`config.mk`:
```
export PLATFORM = sky130hd
export DESIGN_NAME = matrix_scan_driver
export DESIGN_NICKNAME = d
export VERILOG_FILES = /design/src/rtl/matrix_scan_driver.sv
export SDC_FILE = /design/constraint.sdc
export NUM_CORES = 1
export LEC_CHECK = 0
export BUFFER_PORTS_ARGS = -buffer_cell sky130_fd_sc_hd__buf_2
export CAP_MARGIN = 20
export CORE_UTILIZATION = 30
export DETAILED_ROUTE_END_ITERATION = 8
export PLACE_DENSITY_LB_ADDON = 0.05
export SYNTH_ARGS = -nofsm -noshare
export SYNTH_HDL_FRONTEND = slang
export SYNTH_SLANG_ARGS = --single-unit
```
`constraint.sdc`:
```
create_clock -name clk -period 5.33 [get_ports clk]
set_clock_uncertainty 0.2 [all_clocks]
set_input_delay 0.2665 -clock clk [delete_from_list [all_inputs] [get_ports clk]]
set_output_delay 0.2665 -clock clk [all_outputs]
set_load 0.005 [all_outputs]
```
`src/rtl/matrix_scan_driver.sv`:
```
`default_nettype none
// ============================================================================
// Module   : matrix_scan_driver
// Brief    : Fetches a 16x16 glyph from a combinational ROM one pixel per
//            cycle and drives a row-multiplexed LED matrix with a row dwell.
// Revision : 1.0
// ============================================================================
module matrix_scan_driver #(
  parameter int DWELL   = 1000,
  parameter int DWELL_W = 10
) (
  input  logic        clk,
  input  logic        rst_n,
  input  logic        enable,
  input  logic [1:0]  select,
  input  logic        pixel,
  output logic [3:0]  row_addr,
  output logic [3:0]  col_addr,
  output logic [1:0]  glyph_sel,
  output logic [15:0] led_row,
  output logic [15:0] led_col,
  output logic        frame_done
);

  typedef enum logic [1:0] {
    IDLE  = 2'd0,
    FETCH = 2'd1,
    SHOW  = 2'd2
  } state_t;

  localparam logic [DWELL_W-1:0] c_dwell_last = DWELL_W'(DWELL - 1);

  state_t             r_state;
  logic [3:0]         r_row_addr;
  logic [3:0]         r_col_addr;
  logic [1:0]         r_glyph_sel;
  logic [15:0]        r_led_row;
  logic [15:0]        r_led_col;
  logic               r_frame_done;
  logic [15:0]        r_buf;
  logic [DWELL_W-1:0] r_dwell;

  logic [15:0]        w_row_full;
  logic [15:0]        w_row_onehot;

  // The last pixel of a row lands in bit 0 on the same edge the row is latched.
  assign w_row_full   = {r_buf[15:1], pixel};
  assign w_row_onehot = 16'b1 << r_row_addr;

  always_ff @(posedge clk or negedge rst_n) begin
    if (!rst_n) begin
      r_state      <= IDLE;
      r_row_addr   <= 4'd0;
      r_col_addr   <= 4'd0;
      r_glyph_sel  <= 2'd0;
      r_led_row    <= 16'd0;
      r_led_col    <= 16'd0;
      r_frame_done <= 1'b0;
      r_buf        <= 16'd0;
      r_dwell      <= '0;
    end else if (!enable) begin
      r_state      <= IDLE;
      r_row_addr   <= 4'd0;
      r_col_addr   <= 4'd0;
      r_led_row    <= 16'd0;
      r_led_col    <= 16'd0;
      r_frame_done <= 1'b0;
      r_dwell      <= '0;
    end else begin
      case (r_state)
        IDLE: begin
          r_glyph_sel  <= select;
          r_row_addr   <= 4'd0;
          r_col_addr   <= 4'd0;
          r_led_row    <= 16'd0;
          r_frame_done <= 1'b0;
          r_state      <= FETCH;
        end
        FETCH: begin
          r_frame_done               <= 1'b0;
          r_buf[4'd15 - r_col_addr]  <= pixel;
          r_col_addr                 <= r_col_addr + 4'd1;
          if (r_col_addr == 4'd15) begin
            r_led_col <= w_row_full;
            r_led_row <= w_row_onehot;
            r_dwell   <= '0;
            r_state   <= SHOW;
          end
        end
        SHOW: begin
          if (r_dwell == c_dwell_last) begin
            r_led_row <= 16'd0;
            r_dwell   <= '0;
            r_state   <= FETCH;
            if (r_row_addr == 4'd15) begin
              // Frame boundary: the only point where a new glyph is adopted.
              r_row_addr   <= 4'd0;
              r_frame_done <= 1'b1;
              r_glyph_sel  <= select;
            end else begin
              r_row_addr <= r_row_addr + 4'd1;
            end
          end else begin
            r_dwell <= r_dwell + 1'b1;
          end
        end
        default: r_state <= IDLE;
      endcase
    end
  end

  assign row_addr   = r_row_addr;
  assign col_addr   = r_col_addr;
  assign glyph_sel  = r_glyph_sel;
  assign led_row    = r_led_row;
  assign led_col    = r_led_col;
  assign frame_done = r_frame_done;

endmodule
`default_nettype wire

```
* Word-level counts from Yosys, hierarchy flattened
Index checks and enable logic that the tools add are counted.
** Cells by class
- Add/sub/neg operators :: 4
- $lt $le $gt $ge :: 2
- Equality and inequality tests :: 17
- Shift-type cells :: 1
- Mux-type cells :: 31
- Reductions and logical operators :: 12
** Operator list (number)
- $mux W16 :: 6
- $pmux W16 S3 :: 1
- $mux W10 :: 3
- $pmux W10 S2 :: 1
- $bwmux W16 :: 1
- $mux W4 :: 4
- $pmux W4 S2 :: 2
- $shl A1 B4 Y16 const A :: 1
- $add A10 B1 Y10 const B :: 1
- $eq A10 B10 Y1 const B :: 1
- $mux W2 :: 5
- $reduce_and A2 Y1 :: 5
- $ne A3 B1 Y1 const B :: 3
- $ne A3 B3 Y1 const B :: 3
- $add A4 B1 Y4 const B :: 2
- $eq A4 B4 Y1 const B :: 2
- $pmux W2 S3 :: 1
- $reduce_and A3 Y1 :: 2
- $lt A4 B5 Y1 const B :: 1
- $demux W1 S4 :: 1
- $ge A4 B1 Y1 const B :: 1
- $mux W1 :: 4
- $ne A2 B1 Y1 const B :: 2
- $ne A2 B2 Y1 const B :: 2
- other kinds (12) :: 12
** Word-level totals
- Register bits :: 71
- Input bits :: 6
- Output and inout port bits :: 43
- Logic and storage cells :: 76

* Logic depth before layout (Yosys ltp)
- Depth in word-level cells :: 6
- Depth in mapped cells :: 7
- Gate-level depth less buffers :: 5

* Worst setup path before layout
Ideal clock, no wire load.
- Kind :: register -> register
- Start point :: reg r_col_addr[0] (netlist: col_addr[0])
- End point :: reg r_dwell[5]
- Library setup time :: 78 ps
- Arrival :: 1727 ps
- Data required time :: 5052 ps
- Path slack :: 3325 ps
- Stages on the path, launching flop included :: 6
- Buffers on the path :: 0
- Clock period less this slack :: 2005 ps
- Cells stage by stage :: dfrtp_1 > ha_1 > nand3_4 > o211a_4 > or4_1 > a21oi_1
** On the way
- Word-level cells in the longest chain between the ends :: 3
** Ends and longest elaborated chain
- start: declaration :: RTL line 35 : logic [3:0] r_col_addr;
- start signal: assignment :: RTL line 82 : r_col_addr <= r_col_addr + 4'd1;
- $eq A4 B4 Y1 :: RTL line 83 : if (r_col_addr == 4'd15) begin
- $ne A3 B3 Y1 (no source line)
- $reduce_and A2 Y1 (no source line)
- end signal: assignment :: RTL line 104 : r_dwell <= r_dwell + 1'b1;
- end: declaration :: RTL line 41 : logic [DWELL_W-1:0] r_dwell;
Every way passes these cells.
A chain may end at the register's enable or synchronous reset.

* Worst setup path in the final report
- Start point :: reg r_dwell[0]
- End point :: reg r_led_row[2] (netlist: led_row[2])
** On the way
- Word-level cells in the longest chain between the ends :: 3
** Ends and longest elaborated chain
- $eq A10 B10 Y1 :: RTL line 91 : if (r_dwell == c_dwell_last) begin
- $ne A3 B3 Y1 (no source line)
- $reduce_and A3 Y1 (no source line)
- end signal: assignment :: RTL line 85 : r_led_row <= w_row_onehot;
- end: declaration :: RTL line 37 : logic [15:0] r_led_row;
Every way passes these cells.

==> flow_summary.toml <==
[outcome]
status = "complete, no violations"

[global_route]
grtUsageTotal = 0.150
antenna_found_initial = 0
grt-ovfl-total = 0
grt_pass1_vias = 2569
grt_start_max_net_pins = 71
grt_pass1_wl_um = 13400

[worst_setup_path]
path_class = "reg -> reg"
crit_buf_inv = 0
cp.required_ns = 5.37
rr_endpoint = "led_row[2]"
worstPathArrival_ns = 2.65
slowest_stage = "nand2b_1"
crit_family = "simple AND/OR/NAND/NOR gates"
path_cells = "ha_1, and4bb_2, a31oi_4, nand2b_1, mux2i_1"
cp-start-kind = "register"
critical_path.reg2reg.startpoint = "r_dwell[0]"
critPathCaptureType = "register"
worst-r2r-cell-count = 5
worstPathMaxFanout = 16
ff2ff_setup_slack_ns = 2.72
slowest_delay_ns = 0.83

[sta]
worst_pin_slew_ns = 1.03
grt_setup_unrepaired = "no"
setup_slack_ns = 2.72
slew_headroom = 0.311
slew_violations = 0
fmax_mhz = 384
setup_tns_ns = 0
setup_viol_count_final = 0
finalHoldViolations = 0
min_period_ns = 2.61
period_share = 0.489

[clocking]
cts_resized = 0
cts_tree = "done"
cts_buffers = 9
clk_pin_slew_ns = 0.06
h-tree-depth = 3
holdBufCountCts = 3
postCtsSetupRepairBufs = 0
clock_path_buffers = 2
cts_root_buf = "clkbuf_16"
clk-insertion-delay-late_ns = 0.34
cts.sinks = 70

[hold_path]
worstHoldEndpoint = "led_col[0]"
holdPathStages = 3
min_from = "pixel"
hold_path.class = "in -> reg"

[routing]
drtPass1Iterations = 4
drc = 0
drt-total-wl_um = 7910
drtAntennaViolNets = 0
drtIter0Drc = 106
vias = 2589
vias_per_cell = 4.90
wire_per_inst_um = 15.0

[run]
drv_cap = 0

[synthesis]
syn_area_per_cell_um2 = 10.1
async_flop_share = 1.00
netlist_instances = 338
synth-seq-cells = 70
ys_seq_area_frac = 0.512
synth_warnings = 0
synth_flop_cell = "dfrtp_1"
synth-edff-count = 0
synthesis.area_um2 = 3420
syn_nets = 355
synth_cell_types = 43

[place]
pre_cts_ws_ns = 2.73
dp_hpwl_um = 5200
port_buffers = 48
gp_congestion = 0.699

[floorplanning]
initial_core_util = 0.311
coreArea_um2 = 11000
die_x_um = 109
io_pins = 49
die_area_um2 = 11800
die_h_um = 109
rows = 38

[finish]
syn2layout_area_growth_pct = 18.9
layout-drive-gt1-share = 0.222
n_antenna_cell = 0
fill_cells = 1147
nets = 402

[power]
peakVddDrop_uv = 148
power_density_nw_per_um2 = 289
finalPower_mw = 1.17
p_leak_nw = 1.94
[state kept, by name, summed over array words and instances, names as in the netlist]
name and cells:
frame_done 1, led_row 16, col_addr 4, r_dwell 10, r_buf 15, row_addr 4
led_col 16, r_state 2, glyph_sel 2
[report_power, final]
part | switching, mW | internal (mW)
sequential | 0.00890 | 0.545
clock | 0.221 | 0.321
combinational | 0.0484 | 0.0286
total | 0.278 | 0.895
[placed cells by master, fill, tap and decap left out, types with 2 or more instances in the layout]
master	n
mux2_2	17
inv_1	8
nor3b_1	3
nor3_1	2
o31ai_1	3
nand2b_1	3
dlygate4sd3_1	3
or4_1	4
and2_1	2
dfrtp_1	70
clkbuf_1	2
nand2_1	79
or3_1	9
clkbuf_16	9
o21ai_0	12
buf_4	2
buf_2	48
nand4_1	7
nand3b_1	2
mux2i_1	19
o21a_1	2
a21oi_1	9
ha_1	11
clkinv_2	2
nor2b_1	5
nor2_1	5
nand3_1	31
[layer usage]
layer / global-route usage / part of all wire
met1: 0.197 / 0.50
met2: 0.228 / 0.44
met3: 0.0454 / 0.037
met4: 0.0666 / 0.019
met5: 0 / 0
[layout make-up]
type | instances | area, µm² | area share
timing repair buffer | 54 | 297 | 0.0730
clock inverter | 2 | 10.0 | 0.00246
multi-input combinational | 242 | 1550 | 0.382
tap | 140 | 175 | 0.0431
clock buffer | 12 | 246 | 0.0607
sequential | 70 | 1750 | 0.431
inverter | 8 | 30.0 | 0.00739
[cells by family after synthesis]
family,synth area share
compound gates,0.0761
fa+ha+maj,0.0403
flops,0.512
buf+inv,0.0329
simple gates,0.227
mux,0.112
[worst min-delay path, stage by stage]
cell,delay [ns]
buf_2,0.19
nand3_1,0.12
nand2_1,0.05
[how the worst max path moves through the flow]
| stage | start | cells after the start | endpoint | slack (ns) |
|---|---|---|---|---|
| 6_report | r_dwell[0] | 5 | led_row[2] | 2.72 |
| 5_1_grt | r_dwell[0] | 5 | led_row[2] | 2.58 |
| 4_1_cts | r_dwell[0] | 5 | led_row[2] | 2.68 |
| 3_5_place_dp | r_dwell[0] | 5 | led_row[2] | 2.73 |
| 3_3_place_gp | r_state[0] | 4 | led_col[8] | 2.69 |
| 2_1_floorplan | col_addr[0] | 5 | r_dwell[5] | 3.33 |
[metrics by stage]
step / hold WS (ns) / utilization / instances / cell area, µm²
floorplan: -0.229 / - / 338 / 3420
global placement: 0.247 / 0.343 / 510 / 3770
detailed placement: 0.252 / 0.344 / 511 / 3780
CTS: 0.121 / 0.370 / 528 / 4060
global route: 0.186 / 0.370 / 528 / 4060
finish: 0.129 / 0.370 / 528 / 4060
[synthesized netlist by cell type, types with 2 or more instances]
library cell	instances	area share
a21oi_1	9	0.013
and2_1	2	0.0037
buf_2	3	0.0044
clkbuf_1	12	0.013
dfrtp_1	70	0.51
ha_1	11	0.040
inv_1	8	0.0088
mux2_2	17	0.056
mux2i_1	19	0.056
nand2_1	79	0.087
nand2b_1	3	0.0055
nand3_1	31	0.045
nand3b_1	2	0.0044
nand4_1	7	0.013
nor2_1	5	0.0055
nor2b_1	5	0.0092
nor3_1	2	0.0029
nor3b_1	3	0.0066
o21a_1	2	0.0044
o21ai_0	12	0.018
o31ai_1	3	0.0066
or3_1	9	0.016
or4_1	4	0.0088
No activity file was read; power rests on OpenSTA's default activity.
